===== config.mk =====
export PLATFORM = sky130hd
export DESIGN_NAME = adder_arbiter
export DESIGN_NICKNAME = d
export VERILOG_FILES = /design/src/rtl/adder_arbiter_pkg.sv /design/src/rtl/adder.sv /design/src/rtl/rr_arbiter.sv /design/src/rtl/adder_arbiter.sv
export SDC_FILE = /design/constraint.sdc
export NUM_CORES = 1
export LEC_CHECK = 0
export CORE_MARGIN = 3
export CORE_UTILIZATION = 36
export DETAILED_ROUTE_END_ITERATION = 10
export PLACE_DENSITY = 0.8
export REMOVE_ABC_BUFFERS = 1
export SYNTH_ARGS = -nofsm -noshare
export SYNTH_HDL_FRONTEND = slang
export SYNTH_SLANG_ARGS = --single-unit

===== constraint.sdc =====
create_clock -name clk -period 4.5 [get_ports clk]
set_input_delay 0.9 -clock clk [delete_from_list [all_inputs] [get_ports clk]]
set_output_delay 0.9 -clock clk [all_outputs]
set_load 0.02 [all_outputs]

===== src/rtl/adder_arbiter_pkg.sv =====
// Shared constants and helpers for the adder arbiter slice.
//   NUM_SIZE_DEF : default operand/sum width
//   id_width()   : requester-tag width, max(1, clog2(n))
//   REQ_*        : RV32I requester index assignments
package adder_arbiter_pkg;

    localparam int NUM_SIZE_DEF = 32;

    // RV32I requester slots on the shared adder
    localparam int REQ_PC  = 0;
    localparam int REQ_BR  = 1;
    localparam int REQ_ALU = 2;

    // A single requester still needs a 1-bit tag, so clamp at 1.
    function automatic int id_width(input int n);
        return (n <= 2) ? 1 : $clog2(n);
    endfunction

endpackage


===== src/rtl/adder.sv =====
// Signed two's-complement adder datapath, no carry-in.
//   dIn0, dIn1 : operands
//   sum        : dIn0 + dIn1 modulo 2^NUM_SIZE
//   overflow   : signed overflow of that addition
module adder #(
    parameter int NUM_SIZE = 32
) (
    input  logic [NUM_SIZE-1:0] dIn0,
    input  logic [NUM_SIZE-1:0] dIn1,
    output logic [NUM_SIZE-1:0] sum,
    output logic                overflow
);

    assign sum = dIn0 + dIn1;

    // Overflow only when both operands share a sign and the result flips it.
    assign overflow = (dIn0[NUM_SIZE-1] == dIn1[NUM_SIZE-1]) &&
                      (sum[NUM_SIZE-1] != dIn0[NUM_SIZE-1]);

endmodule


===== src/rtl/rr_arbiter.sv =====
// Combinational round-robin arbiter.
//   req      : request vector
//   rrPtr    : index searched first; search wraps modulo NUM_REQ
//   en       : when low no grant is issued
//   grant    : one-hot grant (all zero if none)
//   grantId  : encoded index of the granted requester (0 if none)
module rr_arbiter
    import adder_arbiter_pkg::*;
#(
    parameter  int NUM_REQ = 3,
    localparam int ID_W    = id_width(NUM_REQ)
) (
    input  logic [NUM_REQ-1:0] req,
    input  logic [ID_W-1:0]    rrPtr,
    input  logic               en,
    output logic [NUM_REQ-1:0] grant,
    output logic [ID_W-1:0]    grantId
);

    logic [ID_W-1:0] idx;
    logic            found;

    always_comb begin
        grant   = '0;
        grantId = '0;
        found   = 1'b0;
        idx     = '0;
        for (int k = 0; k < NUM_REQ; k++) begin
            idx = ID_W'((int'(rrPtr) + k) % NUM_REQ);
            if (en && !found && req[idx]) begin
                found      = 1'b1;
                grant[idx] = 1'b1;
                grantId    = idx;
            end
        end
    end

endmodule


===== src/rtl/adder_arbiter.sv =====
// Shares one signed adder between NUM_REQ requesters with round-robin
// arbitration and a single registered, ID-tagged response channel.
//   clk, rst          : clock, synchronous active-high reset
//   reqValid/reqReady : per-requester handshake (reqReady combinational)
//   reqA, reqB        : packed operands, requester i at [i*NUM_SIZE +: NUM_SIZE]
//   respValid/Ready   : response handshake
//   respId, respSum, respOverflow : registered result and owner tag
module adder_arbiter
    import adder_arbiter_pkg::*;
#(
    parameter  int NUM_SIZE = NUM_SIZE_DEF,
    parameter  int NUM_REQ  = 3,
    localparam int ID_W     = id_width(NUM_REQ)
) (
    input  logic                        clk,
    input  logic                        rst,
    input  logic [NUM_REQ-1:0]          reqValid,
    input  logic [NUM_REQ*NUM_SIZE-1:0] reqA,
    input  logic [NUM_REQ*NUM_SIZE-1:0] reqB,
    output logic [NUM_REQ-1:0]          reqReady,
    output logic                        respValid,
    input  logic                        respReady,
    output logic [ID_W-1:0]             respId,
    output logic [NUM_SIZE-1:0]         respSum,
    output logic                        respOverflow
);

    logic [NUM_SIZE-1:0] a_arr [NUM_REQ];
    logic [NUM_SIZE-1:0] b_arr [NUM_REQ];
    logic [NUM_REQ-1:0]  grant;
    logic [ID_W-1:0]     grant_id;
    logic [ID_W-1:0]     rrPtr;
    logic [NUM_SIZE-1:0] op_a;
    logic [NUM_SIZE-1:0] op_b;
    logic [NUM_SIZE-1:0] add_sum;
    logic                add_ovf;
    logic                can_accept;
    logic                accept;

    generate
        for (genvar gi = 0; gi < NUM_REQ; gi++) begin : g_unpack
            assign a_arr[gi] = reqA[gi*NUM_SIZE +: NUM_SIZE];
            assign b_arr[gi] = reqB[gi*NUM_SIZE +: NUM_SIZE];
        end
    endgenerate

    // The response slot frees up in the same cycle it is drained, which
    // is what gives back-to-back throughput.
    assign can_accept = ~respValid | respReady;

    rr_arbiter #(
        .NUM_REQ (NUM_REQ)
    ) u_arb (
        .req     (reqValid),
        .rrPtr   (rrPtr),
        .en      (can_accept & ~rst),
        .grant   (grant),
        .grantId (grant_id)
    );

    assign reqReady = grant;
    assign accept   = |grant;

    // One-hot AND-OR mux; defaults to zero when nothing is granted so the
    // adder inputs never carry X.
    always_comb begin
        op_a = '0;
        op_b = '0;
        for (int k = 0; k < NUM_REQ; k++) begin
            if (grant[k]) begin
                op_a = op_a | a_arr[k];
                op_b = op_b | b_arr[k];
            end
        end
    end

    adder #(
        .NUM_SIZE (NUM_SIZE)
    ) u_adder (
        .dIn0     (op_a),
        .dIn1     (op_b),
        .sum      (add_sum),
        .overflow (add_ovf)
    );

    always_ff @(posedge clk) begin
        if (rst) begin
            respValid    <= 1'b0;
            respSum      <= '0;
            respOverflow <= 1'b0;
            respId       <= '0;
            rrPtr        <= '0;
        end else if (accept) begin
            respValid    <= 1'b1;
            respSum      <= add_sum;
            respOverflow <= add_ovf;
            respId       <= grant_id;
            rrPtr        <= (grant_id == ID_W'(NUM_REQ - 1)) ? '0 : grant_id + 1'b1;
        end else if (respValid && respReady) begin
            respValid    <= 1'b0;
        end
    end

endmodule


==> flow_metrics.py <==
metrics = {
    "clocking": {
        "cts.sinks": 38,
        "htree_levels": 2,
        "clock_latency_ps": 280,
        "cts_made_buffers": 5,
        "hold_buffers": 0,
        "cts_root_buf": "clkbuf_16",
        "cts_tree": "built",
        "cts_buffer_depth": 2,
        "clkTransAtPathRegs_ps": 60,
    },
    "logic_synthesis": {
        "seq_area_frac_synth": 0.184,
        "ys_seq_elements": 38,
        "ys_warn_count": 0,
        "synthArstFlopShare": 0,
        "synthFlopType": "dfxtp_1",
        "synth_top_area_cell": "dfxtp_1",
        "synth-edff-count": 0,
        "yosysTopAreaCellShare": 0.184,
        "synth_cell_types": 58,
        "synthTopCellsByArea": "dfxtp_1 (18%), a222oi_1 (16%), ha_1 (11%), a21oi_1 (7.0%), inv_1 (6.6%)",
        "avgSynthCellArea_um2": 7.34,
        "netlist_instances": 563,
        "synthesis.area_mm2": 0.00413,
    },
    "status": {
        "status": "complete, but fails checks",
        "violations": "negative setup slack",
    },
    "sta": {
        "rsz0062_at_grt": "yes",
        "tns_ps": -23.4,
        "worst_slack_ps": -19.4,
        "tightest_slew_ps": 629,
        "skew_ps": 6.97,
        "slew_viol_final": 0,
        "slew_headroom": 0.580,
        "hold_violations": 0,
        "setup_violations": 2,
        "fmax_ghz": 0.221,
        "finalCritPeriodShare": 1.00,
        "post-route-min-period_ps": 4520,
    },
    "setup_path": {
        "path_cells": "buf_6 -> buf_6 -> mux2i_4 -> buf_4 -> buf_6 -> nor2_1 -> o211ai_1 -> o21ai_4 -> buf_12 -> a222oi_1 -> inv_1 -> ha_4 -> a21o_1 -> a21o_1 -> a21o_1 -> a221o_1 -> a22oi_1 -> buf_4 -> o211ai_1 -> and3_1 -> o31ai_2",
        "cp_max_fo": 28,
        "rrSetupSlack_ps": 50,
        "critPathKind": "in -> reg",
        "start_kind": "input port",
        "crit_required_ps": 4690,
        "cpPeakStageDelay_ps": 350,
        "r2r-end": "respSum[28]",
        "r2r_cells": 21,
        "crit_slowest_cell": "a221o_1",
        "worstReg2RegStart": "rrPtr[0]",
        "crit_arrival_ps": 4700,
        "crit_path_end_kind": "flip-flop",
    },
    "hold_path": {
        "whs_endpoint": "respSum[11]",
        "min_path_type": "reg -> reg",
        "holdPathStages": 2,
        "worst_hold_startpoint": "respSum[11]",
    },
    "cells_and_area": {
        "layout-drive-gt1-share": 0.211,
        "final_nets": 1124,
        "syn_to_final_growth_pct": 95.1,
        "diodes": 0,
        "final_area_mm2": 0.00806,
        "stdcell_count": 1031,
    },
    "floorplan": {
        "fp.coreArea_mm2": 0.0110,
        "start_util": 0.374,
        "die_w_um": 113,
        "row_count": 38,
        "die-area_mm2": 0.0128,
        "die_h_um": 113,
        "ios": 237,
    },
    "power_and_ir_drop": {
        "power_leakage_nw": 3.64,
        "p_per_area_mw_per_mm2": 593,
        "p_total_mw": 4.77,
        "irDropWorstVdd_mv": 0.365,
    },
    "drt": {
        "drt_iter0_markers": 580,
        "routedWlPerCell_um": 17.6,
        "ant_nets": 0,
        "drcViolationCount": 0,
        "drt-total-wl_um": 18100,
        "via_count": 5941,
        "dr.pass1.iters": 9,
        "avgViaCountPerCell": 5.76,
    },
    "placed_design": {
        "dp_cells": 1006,
        "place_hpwl_um": 13300,
        "gp_congestion": 0.912,
        "post-place-ws_ps": -764,
        "io_buffers": 236,
        "place_area_mm2": 0.00739,
    },
    "grt": {
        "antenna_found_initial": 0,
        "grt_pass1_vias": 5936,
        "grt-ovfl-total": 0,
        "track_usage": 0.256,
        "grt_max_degree": 34,
        "grt_pass1_wl_um": 27400,
    },
    "job": {
        "cap_violations": 0,
    },
}
final cells by class:
cell class                      instances  area, um2
Timing Repair Buffer                  354       3370
Multi-Input combinational cell        417       3300
Fill cell                             837       2970
Sequential cell                        38        763
Inverter                               74        278
Tap cell                              140        175
Clock buffer                            7        133
Clock inverter                          1       30.0
worst max path at each step:
| stage | start | to | slack [ps] | depth (start not counted) |
|---|---|---|---|---|
| final | reqValid[0] | respSum[28] | -20 | 21 |
| after global routing | reqValid[0] | respSum[28] | -230 | 21 |
| after CTS | reqValid[1] | respSum[30] | 2 | 20 |
| after detailed placement | reqValid[0] | respSum[30] | -760 | 19 |
| after global placement | reqValid[0] | respOverflow | -540 | 18 |
| after floorplan | rst | respSum[28] | -3490 | 14 |
critical path: cells and delay by family:
kind / cells / cell delay, ps
buf+inv: 7 / 950
simple gates: 2 / 310
compound gates: 10 / 2090
mux: 1 / 180
fa+ha+maj: 1 / 270
report_power, final:
group          total (mW)  switching, mW  leakage (nW)  internal [mW]
Clock               0.397          0.135        0.0781          0.262
Sequential          0.537         0.0690         0.312          0.468
Combinational        3.84           1.92          3.25           1.92
synthesized netlist by cell type (3+ instances only):
library cell   n
and3_1         6
and2_1         5
a21oi_1       58
xor2_1         9
or2_2          3
o21a_1         6
or3_1          4
o21ai_0       26
inv_1         73
buf_2          3
nor2b_1        7
dfxtp_1       38
o211ai_1       7
clkbuf_1      23
nand3_1       16
xnor2_1       15
ha_1          35
a211oi_1       7
buf_1          7
nor3_1         7
nor2_1        26
nand2b_1       3
a21o_1        17
nand2_1       55
a222oi_1      64
timing repair:
action                                  4_1_cts  5_1_grt
resized for setup                            52       42
endpoints found under the setup margin       22       19
buffers inserted                              5       13
pin swaps                                    29       54
hold endpoints to repair                      0        0
cloned                                        2        0
flip-flops by register name, indices dropped and copies added, names as in the netlist:
signal        count
respId            2
respOverflow      1
respSum          32
respValid         1
rrPtr             2
stage by stage:
stage	utilization	hold WS [ps]
after floorplan	-	460
after global placement	0.670	440
after detailed placement	0.670	443
after CTS	0.708	451
after global routing	0.730	476
final	0.730	451
cells in the final DEF (no fill, tap or decap), drive strengths merged, types with 3 or more instances in the layout:
| master | n |
|---|---|
| xor2 | 9 |
| o211ai | 7 |
| nand3 | 16 |
| a21oi | 58 |
| o21a | 6 |
| a211oi | 8 |
| or2 | 3 |
| a222oi | 64 |
| ha | 35 |
| a21o | 17 |
| or3 | 4 |
| clkbuf | 8 |
| clkdlybuf4s50 | 233 |
| nor2 | 26 |
| o21ai | 27 |
| and2 | 7 |
| dfxtp | 38 |
| xnor2 | 15 |
| mux2i | 3 |
| nand2b | 3 |
| nor2b | 7 |
| nor3 | 8 |
| and3 | 6 |
| buf | 120 |
| inv | 74 |
| nand2 | 55 |
cell families after synthesis:
logic type | share of synthesized area
AO/OA/AOI/OAI | 0.379
AND/OR/NAND/NOR | 0.165
buffers and inverters | 0.100
flip-flops | 0.184
adder cells (fa/ha/maj) | 0.111
XOR/XNOR | 0.0509
multiplexers | 0.0103
routing by layer:
metal  share of wire  vias to the layer above  global-route usage
met5               0                        -                   0
met4           0.030                        0              0.0769
met3           0.076                       54              0.0460
met2            0.53                      287               0.481
met1            0.37                     2820               0.292
li1                -                     2780                   -
No activity file was read; power rests on OpenSTA's default activity.
